`src/rtl/trace_fifo_pkg.sv`:
```
// Shared types and defaults for the retired-instruction trace FIFO.
// Optional feature macro: TRACE_FILTER_EN (capture only register-writing instructions).
package mips_trace_pkg;
    localparam int DEFAULT_DEPTH = 8;
    localparam int DEFAULT_CNT_W = 16;
    // Entries carry a fixed-width seq field; CNT_W up to this width is supported.
    localparam int SEQ_MAX_W     = 32;

    typedef struct packed {
        logic [31:0]          pc;
        logic [31:0]          instr;
        logic [31:0]          result;
        logic                 wr;
        logic [SEQ_MAX_W-1:0] seq;
    } trace_entry_t;
endpackage

```
`src/rtl/trace_fifo_if.sv`:
```
// Capture and drain handshake bundle for trace_fifo.
interface trace_fifo_if #(parameter int CNT_W = mips_trace_pkg::DEFAULT_CNT_W) ();
    logic             cap_en;
    logic [31:0]      pc;
    logic [31:0]      instr;
    logic [31:0]      alu_result;
    logic             reg_write;
    logic             out_valid;
    logic             out_ready;
    logic [31:0]      out_pc;
    logic [31:0]      out_instr;
    logic [31:0]      out_result;
    logic             out_wr;
    logic [CNT_W-1:0] out_seq;

    modport master (
        output cap_en, pc, instr, alu_result, reg_write, out_ready,
        input  out_valid, out_pc, out_instr, out_result, out_wr, out_seq
    );
    modport slave (
        input  cap_en, pc, instr, alu_result, reg_write, out_ready,
        output out_valid, out_pc, out_instr, out_result, out_wr, out_seq
    );
endinterface

```
`src/rtl/trace_fifo_ram.sv`:
```
// Trace entry storage: one synchronous write port, one asynchronous read port, no reset.
module trace_ram
    import mips_trace_pkg::*;
#(
    parameter  int DEPTH = DEFAULT_DEPTH,
    localparam int AW    = $clog2(DEPTH)
) (
    input  logic         clk,
    input  logic         we_i,
    input  logic [AW-1:0] waddr_i,
    input  trace_entry_t wdata_i,
    input  logic [AW-1:0] raddr_i,
    output trace_entry_t rdata_o
);
    trace_entry_t mem [DEPTH];

    always_ff @(posedge clk) begin
        if (we_i) mem[waddr_i] <= wdata_i;
    end

    assign rdata_o = mem[raddr_i];
endmodule

```
`src/rtl/trace_fifo.sv`:
```
// First-word-fall-through trace FIFO with sequence tagging and sticky drop accounting.
// Define TRACE_FILTER_EN to capture only instructions with reg_write=1.
module trace_fifo
    import mips_trace_pkg::*;
#(
    parameter  int DEPTH = DEFAULT_DEPTH,  // power of two, >= 2
    parameter  int CNT_W = DEFAULT_CNT_W,
    localparam int AW    = $clog2(DEPTH),
    localparam int CW    = AW + 1
) (
    input  logic             clk,
    input  logic             rst_n,
    input  logic             clr,
    trace_fifo_if.slave      bus,
    output logic [CW-1:0]    count,
    output logic             overflow,
    output logic [CNT_W-1:0] drop_cnt
);
    logic [AW-1:0]    wptr_q, wptr_d, rptr_q, rptr_d;
    logic [CW-1:0]    count_q, count_d;
    logic [CNT_W-1:0] seq_q, seq_d, drop_q, drop_d;
    logic             ovf_q, ovf_d;
    logic             attempt, pop, full, push, drop;
    trace_entry_t     wr_entry, rd_entry;

`ifdef TRACE_FILTER_EN
    assign attempt = bus.cap_en & bus.reg_write;
`else
    assign attempt = bus.cap_en;
`endif

    assign full = (count_q == CW'(DEPTH));
    assign pop  = bus.out_valid & bus.out_ready;
    // A pop on the same edge frees the slot, so a full FIFO still accepts.
    assign push = attempt & (~full | pop);
    assign drop = attempt & full & ~pop;

    always_comb begin
        wptr_d  = wptr_q;
        rptr_d  = rptr_q;
        count_d = count_q;
        seq_d   = seq_q;
        drop_d  = drop_q;
        ovf_d   = ovf_q;
        if (clr) begin
            wptr_d  = '0;
            rptr_d  = '0;
            count_d = '0;
            seq_d   = '0;
            drop_d  = '0;
            ovf_d   = 1'b0;
        end else begin
            if (push) wptr_d = wptr_q + AW'(1);
            if (pop)  rptr_d = rptr_q + AW'(1);
            count_d = count_q + CW'(push) - CW'(pop);
            if (attempt) seq_d = seq_q + CNT_W'(1);
            if (drop) begin
                ovf_d = 1'b1;
                if (drop_q != '1) drop_d = drop_q + CNT_W'(1);
            end
        end
    end

    always_ff @(posedge clk or negedge rst_n) begin
        if (!rst_n) begin
            wptr_q  <= '0;
            rptr_q  <= '0;
            count_q <= '0;
            seq_q   <= '0;
            drop_q  <= '0;
            ovf_q   <= 1'b0;
        end else begin
            wptr_q  <= wptr_d;
            rptr_q  <= rptr_d;
            count_q <= count_d;
            seq_q   <= seq_d;
            drop_q  <= drop_d;
            ovf_q   <= ovf_d;
        end
    end

    always_comb begin
        wr_entry        = '0;
        wr_entry.pc     = bus.pc;
        wr_entry.instr  = bus.instr;
        wr_entry.result = bus.alu_result;
        wr_entry.wr     = bus.reg_write;
        wr_entry.seq    = SEQ_MAX_W'(seq_q);
    end

    trace_ram #(.DEPTH(DEPTH)) u_ram (
        .clk     (clk),
        .we_i    (push & ~clr),
        .waddr_i (wptr_q),
        .wdata_i (wr_entry),
        .raddr_i (rptr_q),
        .rdata_o (rd_entry)
    );

    // Upper seq bits beyond CNT_W are always zero in storage.
    logic unused_seq;
    assign unused_seq = ^rd_entry.seq;

    assign bus.out_valid  = (count_q != '0);
    assign bus.out_pc     = rd_entry.pc;
    assign bus.out_instr  = rd_entry.instr;
    assign bus.out_result = rd_entry.result;
    assign bus.out_wr     = rd_entry.wr;
    assign bus.out_seq    = rd_entry.seq[CNT_W-1:0];

    assign count    = count_q;
    assign overflow = ovf_q;
    assign drop_cnt = drop_q;
endmodule

```
`src/flat_wrapper.sv`:
```
// flat-port wrapper written by rule: the top's interface ports become plain ports
module trace_fifo_flat import mips_trace_pkg::*;
#(
    parameter  int DEPTH = DEFAULT_DEPTH,                       
    parameter  int CNT_W = DEFAULT_CNT_W,
    localparam int AW    = $clog2(DEPTH),
    localparam int CW    = AW + 1
)
  (clk, rst_n, clr, count, overflow, drop_cnt, bus_cap_en, bus_pc, bus_instr, bus_alu_result, bus_reg_write, bus_out_ready, bus_out_valid, bus_out_pc, bus_out_instr, bus_out_result, bus_out_wr, bus_out_seq);
  trace_fifo_if #(.CNT_W(CNT_W)) bus_i ();
  input  logic clk;
  input  logic rst_n;
  input  logic clr;
  output logic [CW-1:0] count;
  output logic overflow;
  output logic [CNT_W-1:0] drop_cnt;
  input wire logic [$bits(bus_i.cap_en)-1:0] bus_cap_en;
  input wire logic [$bits(bus_i.pc)-1:0] bus_pc;
  input wire logic [$bits(bus_i.instr)-1:0] bus_instr;
  input wire logic [$bits(bus_i.alu_result)-1:0] bus_alu_result;
  input wire logic [$bits(bus_i.reg_write)-1:0] bus_reg_write;
  input wire logic [$bits(bus_i.out_ready)-1:0] bus_out_ready;
  output wire logic [$bits(bus_i.out_valid)-1:0] bus_out_valid;
  output wire logic [$bits(bus_i.out_pc)-1:0] bus_out_pc;
  output wire logic [$bits(bus_i.out_instr)-1:0] bus_out_instr;
  output wire logic [$bits(bus_i.out_result)-1:0] bus_out_result;
  output wire logic [$bits(bus_i.out_wr)-1:0] bus_out_wr;
  output wire logic [$bits(bus_i.out_seq)-1:0] bus_out_seq;
  assign bus_i.cap_en = bus_cap_en;
  assign bus_i.pc = bus_pc;
  assign bus_i.instr = bus_instr;
  assign bus_i.alu_result = bus_alu_result;
  assign bus_i.reg_write = bus_reg_write;
  assign bus_i.out_ready = bus_out_ready;
  assign bus_out_valid = bus_i.out_valid;
  assign bus_out_pc = bus_i.out_pc;
  assign bus_out_instr = bus_i.out_instr;
  assign bus_out_result = bus_i.out_result;
  assign bus_out_wr = bus_i.out_wr;
  assign bus_out_seq = bus_i.out_seq;
  trace_fifo #(.DEPTH(DEPTH), .CNT_W(CNT_W)) u_core (.clk(clk), .rst_n(rst_n), .clr(clr), .bus(bus_i), .count(count), .overflow(overflow), .drop_cnt(drop_cnt));
endmodule
```
`config.mk`:
```
export PLATFORM = sky130hd
export DESIGN_NAME = trace_fifo_flat
export DESIGN_NICKNAME = d
export VERILOG_FILES = /design/src/rtl/trace_fifo_pkg.sv /design/src/rtl/trace_fifo_if.sv /design/src/rtl/trace_fifo_ram.sv /design/src/rtl/trace_fifo.sv /design/src/flat_wrapper.sv
export SDC_FILE = /design/constraint.sdc
export NUM_CORES = 1
export LEC_CHECK = 0
export BUFFER_PORTS_ARGS = -buffer_cell sky130_fd_sc_hd__buf_4
export CAP_MARGIN = 20
export CORE_MARGIN = 2
export CORE_UTILIZATION = 58
export CTS_CLUSTER_DIAMETER = 60
export DETAILED_ROUTE_END_ITERATION = 7
export GPL_TIMING_DRIVEN = 0
export HOLD_SLACK_MARGIN = 0.05
export PLACE_DENSITY = 0.84
export SYNTH_ARGS = -nofsm -noshare
export SYNTH_HDL_FRONTEND = slang
export SYNTH_SLANG_ARGS = --single-unit
```
`constraint.sdc`:
```
create_clock -name clk -period 28.2 [get_ports clk]
set_input_delay 2.82 -clock clk [delete_from_list [all_inputs] [get_ports clk]]
set_output_delay 2.82 -clock clk [all_outputs]
set_load 0.05 [all_outputs]
```
==> results_dict.tcl, run 1 <==
set metrics [dict create \
    status "completed" \
    routed_wirelength_mm 79.44 \
    clockBufferDepth 3 \
    synth-seq-area-share_pct 77.99 \
    syn_inst 1562 \
    synth-async-reset-ratio_pct 4.541 \
    switchingPower_uw 1076 \
    critPathKind "reg2out" \
    hold_class "reg2reg" \
    dpl_cell_area_sq_mm 0.04016 \
    dieArea_sq_mm 0.06441 \
    rows 91 \
    grt-ovfl-total 0 \
    h-tree-depth 3 \
    synth-xor-area-share_pct 0.4356 \
    cp.required_ps 25380 \
    tritoncts "yes" \
    start_kind "flop" \
    fin_setup_tns_ps 0 \
    numCtsBuffers 93 \
    dp_hpwl_mm 48.58 \
    synth_compound_area_share_pct 0.6431 \
    holdPathStages 2 \
    r2r_cells 13 \
    p_int_uw 2662 \
    layout-drive-gt1-share_pct 39.71 \
    end_kind "output port" \
    p_leak_uw 0.01406 \
    start_util_pct 58.64 \
    syn_area_per_cell_sq_um 23.17 \
    final_cell_area_sq_mm 0.04318 \
    syn_nets 1674 \
    slew_viol_final 0 \
    p_seq_share_pct 42.8 \
    peakVddDrop_uv 53.20 \
    synthAdderAreaFrac_pct 0.3665 \
    die_h_um 253.8 \
    grt_first_pass_wirelength_mm 117.0 \
    first_pass_iters 6 \
    boundaryPins 237 \
    power_density_mw_per_mm2 86.57 \
    cts_root_buf "clkbuf_16" \
    globalRouteTotalUtil_pct 25.13 \
    synthSimpleGateAreaFrac_pct 1.843 \
    syn_to_final_growth_pct 19.31 \
    vias_per_cell 6.145 \
    synth.distinct_cells 47 \
    ys.flop_type "edfxtp_1" \
    cts_setup_buffers 0 \
    vias 17660 \
    muxShareOfSynthArea_pct 17.76 \
    ys_ff_latch 947 \
    globalplace.congestion 0.8572 \
    combPwrFrac_pct 24.8 \
    fin_crit_sh_pct 22.80 \
    core_area_sq_mm 0.06171 \
    cp_max_fo 10 \
    antenna_found_initial 4 \
    grt_pass1_vias 18655 \
    netlist_area_sq_mm 0.03619 \
    relSlewSlack_pct 29.16 \
    initialDrtViolationCount 1903 \
    worst_pin_slew_ps 1063 \
    synth_edf_count 904 \
    synth_top_family_by_area "multiplexers" \
    period_needed_ps 6429 \
    p_sw_share_pct 28.79 \
    postCtsResizedCells 0 \
    die_w_um 253.8 \
    ys.warnings.count 0 \
    grt_max_degree 44 \
    rsz0062_at_grt "false" \
    setup_viol 0 \
    wl_per_cell_um 27.64 \
    clk_pin_slew_ps 60 \
    clock_sinks 947 \
    arrival_ps 3610 \
    pwr-share-clk_pct 32.4 \
    fin_skew_ps 27.78 \
    drv_cap 0 \
    drc_errors 0 \
    clock.fmax_mhz 155.5 \
    insertion_delay_ps 650 \
    cts.hold.buffers_added 0 \
    io_buffers 235 \
    ant_nets 0 \
    nNetsFinal 2066 \
    hold_violations 0 \
]
-- cell type report --
cell class	count	area (sq um)
diodes	2	5.005
plain buffers	73	319.1
clock buffers	125	2531
clock inverters	51	476.7
fillers	3552	18540
inverters	8	30.03
multi-input cells	534	7672
flip-flops and latches	947	28220
well taps	837	1047
repair buffers	297	2872
-- worst paths after layout --
path / end / slack [ps] / start
max reg2reg: u_core.u_ram.mem[1][97] / 24280 / u_core.count[2]
max: bus_out_instr[9] / 21770 / u_core.rptr_q[2]
min: u_core.overflow / 540 / u_core.overflow
max in group asynchronous: u_core.rptr_q[1] / 25600 / rst_n
min in group asynchronous: u_core.drop_cnt[5] / 2180 / rst_n
min reg2reg: u_core.overflow / 540 / u_core.overflow
-- through the flow --
step	hold slack, ps	util (%)	cells	setup slack [ps]	power, uW
floorplan	546.4	-	1562	16200	2287
global placement	499.0	63.20	2634	8108	2544
detailed placement	508.7	65.08	2696	21910	2556
CTS	539.4	69.95	2872	21690	3770
global route	566.1	69.96	2874	21700	3856
finish	541.0	69.96	2874	21770	3738
-- cell families after synthesis --
logic type	Yosys count
simple gates	124
mux	345
xor+xnor	18
buf+inv	81
fa+ha+maj	10
flops	947
compound gates	37
-- cells in the mapped netlist, drive strengths merged, types with 2 or more instances --
cell,number,area [sq um]
nand3,10,50.05
and4,3,26.28
inv,8,30.03
edfxtp,904,27150
a21oi,15,75.07
nor2,35,131.4
nand2b,3,18.77
o21ai,7,35.03
or3,6,37.54
nand3b,2,15.01
nor4,7,50.05
or4,5,37.54
nor3,8,40.04
o31ai,5,37.54
nand2,16,60.06
and3,3,18.77
mux4,226,5090
nor2b,7,43.79
nand4,11,68.82
clkbuf,32,120.1
and2,3,18.77
o311ai,3,26.28
xnor2,7,61.31
ha,9,112.6
mux2i,2,20.02
o41ai,2,17.52
buf,41,198.9
mux2,117,1318
xor2,11,96.34
dfrtp,43,1076
-- registers in the layout (all words and copies together), names as in the netlist --
name,cells
u_core.count,4
u_core.drop_cnt,16
u_core.u_ram.mem,904
u_core.seq_q,16
u_core.rptr_q,3
u_core.wptr_q,3
u_core.overflow,1
-- power by group through the flow --
stage               combinational [uW]  clock, uW  sequential (uW)
global route                       972       1280             1600
global placement                   897          0             1650
finish                             927       1210             1600
detailed placement                 927          0             1630
CTS                                939       1230             1600
floorplan                          644          0             1640
-- worst max-delay path: stages, from the launching register on --
cell and delay [ps]:
dfrtp_1 320, clkbuf_1 460, clkbuf_1 850, clkbuf_1 680, mux2_2 450, buf_4 200
-- routing by layer --
layer / track usage, % / part of all wire [%] / vias to the layer above
li1: - / - / 7409
met1: 33.68 / 38 / 9379
met4: 9.143 / 3.0 / 4
met3: 4.681 / 6.9 / 147
met2: 41.86 / 52 / 721
met5: 0 / 0.028 / -
-- layout by cell type, fill, tap and decap left out, drive strengths merged, types with 3 or more instances in the layout --
cell    netlist  layout
mux2        117     117
mux4        226     226
clkinv        0      37
o21ai         7       7
xnor2         7       7
o311ai        3       3
a21oi        15      15
edfxtp      904     904
nor2         35      35
buf          41     338
ha            9       9
or4           5       5
inv           8      12
nor4          7       7
o31ai         5       5
nand2b        3       3
xor2         11      11
nand3        10      10
nor2b         7       7
and4          3       3
nand4        11      11
dfrtp        43      43
and3          3       3
clkbuf       32     157
bufinv        0       8
and2          3       3
nand2        16      16
or3           6       6
nor3          8       8
Power figures use the tool's default switching activity.
==> inputs of run 2 (changes only) <==
==> constraint.sdc (replaced) <==
create_clock -name clk -period 6.3 [get_ports clk]
set_input_delay 0.63 -clock clk [delete_from_list [all_inputs] [get_ports clk]]
set_output_delay 0.63 -clock clk [all_outputs]
set_load 0.05 [all_outputs]
==> run 2 against run 1 <==
Non-clock buffer count is 20 lower. Count of clock-buffer cells in the layout is 17 lower. Register-to-register slack worse by 22000 ps. Critical path depth stayed put. Wire length is 0.98% lower. Clock power grew to 4.4 times the previous value. Combinational power grew to 4.5 times the previous value. Critical endpoint is now bus_out_pc[12]. Largest power group unchanged.
==> results_dict.tcl, run 2 (same netlist as run 1, synthesis figures left out) <==
set metrics [dict create \
    syn_to_final_growth_pct 18.58 \
    routed_wirelength_mm 78.66 \
    peakVddDrop_uv 254.4 \
    vias 17468 \
    grt_max_degree 44 \
    clock_sinks 947 \
    start_kind "flop" \
    cp.required_ps 5670 \
    vias_per_cell 6.138 \
    clock.fmax_mhz 230.9 \
    boundaryPins 237 \
    insertion_delay_ps 620 \
    layout_commonest_cell "edfxtp_1" \
    final_cells 2846 \
    rows 91 \
    grt_first_pass_wirelength_mm 116.0 \
    regMostFlops "u_core.u_ram.mem" \
    crit_top_cell "clkbuf_1" \
    n_fill_cell 3586 \
    slowest_delay_ps 900 \
    initialDrtViolationCount 1803 \
    layout-drive-gt1-share_pct 39.65 \
    hold_class "in2reg" \
    cts_setup_buffers 0 \
    wl_per_cell_um 27.64 \
    start_util_pct 58.64 \
    crit_chain "clkbuf_1, clkbuf_1, clkbuf_1, mux2_2, buf_4" \
    critPathKind "reg2out" \
    nNetsFinal 2045 \
    core_area_sq_mm 0.06171 \
    tritoncts "yes" \
    h-tree-depth 3 \
    whs_ps 241.8 \
    drv_cap 0 \
    period_needed_ps 4331 \
    cts.hold.buffers_added 1 \
    cts_root_buf "clkbuf_16" \
    relSlewSlack_pct 24.51 \
    numCtsBuffers 92 \
    pre_cts_slack_ps 2333 \
    rsz0062_at_grt "false" \
    io_buffers 235 \
    cp_max_fo 10 \
    die_w_um 253.8 \
    dp_hpwl_mm 46.83 \
    layout_common_cells "edfxtp_1 (904), buf_4 (236), mux4_2 (226), mux2_2 (115), clkbuf_16 (99)" \
    end_kind "output port" \
    critPathSlowestCell "clkbuf_1" \
    fin_skew_ps 20.46 \
    clk_pin_slew_ps 60 \
    critPathTopFamily "buffers and inverters" \
    postCtsResizedCells 0 \
    arrival_ps 3700 \
    setup_viol 0 \
    dieArea_sq_mm 0.06441 \
    status "completed" \
    grt_pass1_vias 18342 \
    setup_slack_ps 1969 \
    globalplace.congestion 0.8679 \
    die_h_um 253.8 \
    fin_crit_sh_pct 68.75 \
    total_power_uw 16660 \
    globalRouteTotalUtil_pct 24.86 \
    p_leak_uw 0.01393 \
    crit_buf_inv 4 \
    worst_pin_slew_ps 1132 \
    multiInputGateArea_sq_mm 0.007685 \
    power_density_mw_per_mm2 388.3 \
    slew_viol_final 0 \
    hold_violations 0 \
    ant_nets 0 \
    antenna_found_initial 5 \
    regArea_sq_mm 0.02822 \
    place_inst 2675 \
    drc_errors 0 \
    clockBufferDepth 3 \
    grt-ovfl-total 0 \
    first_pass_iters 6 \
    largest_register_ffs 904 \
]
[run 2: cell type report]
class,instances,share of cell area [%]
sequential,947,65.77
tap,837,2.440
clock buffer,108,5.875
buffer,73,0.7435
antenna,4,0.02333
timing repair buffer,277,6.170
inverter,8,0.06998
multi-input combinational,534,17.91
clock inverter,58,1.003
[run 2: worst paths after layout]
kind | startpoint | end | slack [ps] | cells after the start
worst max-delay path | u_core.rptr_q[2] | bus_out_pc[12] | 1970 | 5
worst min-delay path | bus_pc[16] | u_core.u_ram.mem[2][97] | 240 | 1
worst max register to register | u_core.count[2] | u_core.u_ram.mem[3][59] | 2520 | 10
worst min register to register | u_core.overflow | u_core.overflow | 540 | 2
max in group asynchronous | rst_n | u_core.rptr_q[1] | 5340 | 2
min in group asynchronous | rst_n | u_core.overflow | 560 | 2
[run 2: routing by layer]
layer  global-route usage (%)  vias to the layer above  routed length (um)  part of all wire (%)
met5                        0                        -                  39                 0.050
met4                    8.790                        6                2137                   2.7
met3                    4.650                      135                5790                   7.4
met2                    41.42                      735               40480                    51
met1                    33.41                     9243               30210                    38
li1                         -                     7349                   -                     -
[run 2: metrics by stage]
| stage | TNS [ps] | utilization [%] | instance area [sq um] |
|---|---|---|---|
| 5_1_grt | 0 | 69.53 | 42910 |
| 3_3_place_gp | -2938010 | 63.24 | 39020 |
| 2_1_floorplan | -316290 | - | 36210 |
| 4_1_cts | 0 | 69.52 | 42900 |
| 6_report | 0 | 69.54 | 42910 |
| 3_5_place_dp | 0 | 64.72 | 39940 |
[run 2: where the power goes]
part	switching (uW)	leakage (uW)	internal (uW)
logic	2470	0.00370	1670
clock network	2260	0.00148	3100
registers	71.0	0.00876	7100
total	4800	0.0139	11900
==> inputs of run 3 (changes only) <==
--- a/config.mk
+++ b/config.mk
@@ -8,12 +8,12 @@
 export BUFFER_PORTS_ARGS = -buffer_cell sky130_fd_sc_hd__buf_4
 export CAP_MARGIN = 20
 export CORE_MARGIN = 2
-export CORE_UTILIZATION = 58
+export CORE_UTILIZATION = 54
 export CTS_CLUSTER_DIAMETER = 60
 export DETAILED_ROUTE_END_ITERATION = 7
 export GPL_TIMING_DRIVEN = 0
 export HOLD_SLACK_MARGIN = 0.05
-export PLACE_DENSITY = 0.84
+export PLACE_DENSITY = 0.82
 export SYNTH_ARGS = -nofsm -noshare
 export SYNTH_HDL_FRONTEND = slang
 export SYNTH_SLANG_ARGS = --single-unit
==> constraint.sdc (replaced) <==
create_clock -name clk -period 3.9 [get_ports clk]
set_input_delay 0.39 -clock clk [delete_from_list [all_inputs] [get_ports clk]]
set_output_delay 0.39 -clock clk [all_outputs]
set_load 0.05 [all_outputs]
==> run 3 against run 2 <==
Wire length is 0.60% higher. Sequential share of layout area is 1.9 points lower. Global-route usage is 1.8 points lower. Sequential power is 62% higher. Critical path type unchanged. Largest cell class unchanged. Highest routed layer unchanged.
==> results_dict.tcl, run 3 (same netlist as run 1, synthesis figures left out) <==
set metrics [dict create \
    numCtsBuffers 90 \
    dieArea_sq_mm 0.06910 \
    place_inst 2708 \
    worst_pin_slew_ps 941.8 \
    period_needed_ps 3716 \
    core_area_sq_mm 0.06610 \
    ant_nets 0 \
    regMostFlops "u_core.u_ram.mem" \
    total_power_uw 27170 \
    layout_common_cells "edfxtp_1 (904), buf_4 (236), mux4_2 (226), mux2_2 (115), dlygate4sd3_1 (99)" \
    antenna_found_initial 3 \
    peakVddDrop_uv 437.8 \
    grt_first_pass_wirelength_mm 118.1 \
    cp.required_ps 3510 \
    antenna_cells 0 \
    clock.fmax_mhz 269.1 \
    drv_cap 0 \
    io_buffers 235 \
    initialDrtViolationCount 1765 \
    slew_viol_final 0 \
    setup_viol 0 \
    boundaryPins 237 \
    drc_errors 0 \
    start_kind "flop" \
    globalplace.congestion 0.8024 \
    grt-ovfl-total 0 \
    relSlewSlack_pct 37.06 \
    pre_cts_slack_ps 474.1 \
    grt_max_degree 44 \
    cp_max_fo 10 \
    vias 17889 \
    final_cells 2974 \
    cts_root_buf "clkbuf_16" \
    die_h_um 262.9 \
    clockBufferDepth 3 \
    start_util_pct 54.75 \
    p_leak_uw 0.01443 \
    layout_commonest_cell "edfxtp_1" \
    grt_pass1_vias 18867 \
    hold_violations 0 \
    n_fill_cell 4019 \
    wl_per_cell_um 26.61 \
    nNetsFinal 2147 \
    routed_wirelength_mm 79.13 \
    end_kind "output port" \
    fin_skew_ps 29.50 \
    status "completed" \
    arrival_ps 3330 \
    syn_to_final_growth_pct 22.05 \
    insertion_delay_ps 660 \
    largest_register_ffs 904 \
    cts_setup_buffers 0 \
    dp_hpwl_mm 48.00 \
    rows 94 \
    power_density_mw_per_mm2 615.1 \
    vias_per_cell 6.015 \
    critPathKind "reg2out" \
    setup_slack_ps 183.7 \
    tritoncts "yes" \
    rsz0062_at_grt "false" \
    hold_class "in2reg" \
    globalRouteTotalUtil_pct 23.06 \
    layout-drive-gt1-share_pct 38.53 \
    first_pass_iters 7 \
    die_w_um 262.9 \
    h-tree-depth 3 \
    fin_crit_sh_pct 95.29 \
    clk_pin_slew_ps 60 \
    clock_sinks 947 \
]
-- run 3: routing by layer --
layer | GRT usage, % | share of wire [%] | wire length (um) | vias to the layer above
met5 | 0 | 0.016 | 13 | -
met4 | 7.135 | 2.3 | 1841 | 2
met3 | 4.451 | 7.0 | 5519 | 122
met2 | 37.69 | 50 | 39700 | 727
met1 | 31.99 | 41 | 32050 | 9462
li1 | - | - | - | 7576
-- run 3: layout make-up --
cell class	count	area (sq um)	area share [%]
Buffer	73	342.8	0.7762
Clock buffer	111	2394	5.419
Clock inverter	56	589.3	1.334
Inverter	8	30.03	0.06799
Multi-Input combinational cell	534	7726	17.49
Sequential cell	947	28220	63.90
Tap cell	864	1081	2.448
Timing Repair Buffer	381	3781	8.561
-- run 3: report_power, final --
| group | total, uW | switching, uW | internal (uW) |
|---|---|---|---|
| logic | 6830 | 4040 | 2790 |
| clock network | 8760 | 3660 | 5100 |
| registers | 11600 | 113 | 11500 |
| total | 27200 | 7810 | 19400 |
-- run 3: stage by stage --
step / TNS [ps] / cell area (sq um) / utilization [%] / hold slack [ps]
after floorplan: -173500 / 36300 / - / 94.41
after global placement: -1507830 / 39150 / 59.22 / 412.7
after detailed placement: 0 / 40170 / 60.77 / 418.5
after CTS: 0 / 44170 / 66.82 / 62.66
after global routing: 0 / 44170 / 66.82 / 83.60
final: 0 / 44170 / 66.82 / 80.65
-- run 3: worst paths after layout --
path,from,endpoint,slack [ps],depth (start not counted)
worst min register to register,u_core.overflow,u_core.overflow,540,2
max in group asynchronous,rst_n,u_core.count[2],3210,2
worst max register to register,u_core.count[2],u_core.u_ram.mem[1][67],780,10
min in group asynchronous,rst_n,u_core.overflow,270,2
worst max-delay path,u_core.rptr_q[1],bus_out_seq[2],180,6
worst min-delay path,bus_out_ready,u_core.rptr_q[1],80,3
-- run 3: worst max-delay path: stages, from the launching register on --
cell,delay [ps]
dfrtp_1,380
buf_2,450
clkbuf_4,420
clkdlybuf4s15_2,500
mux4_2,380
mux2_2,310
buf_4,200
-- run 3: timing repair --
action	CTS	global route
endpoints found under the hold margin	820	0
hold buffers	99	0
resized for setup	13	1
endpoints found under the setup margin	113	4
pin swaps	0	0
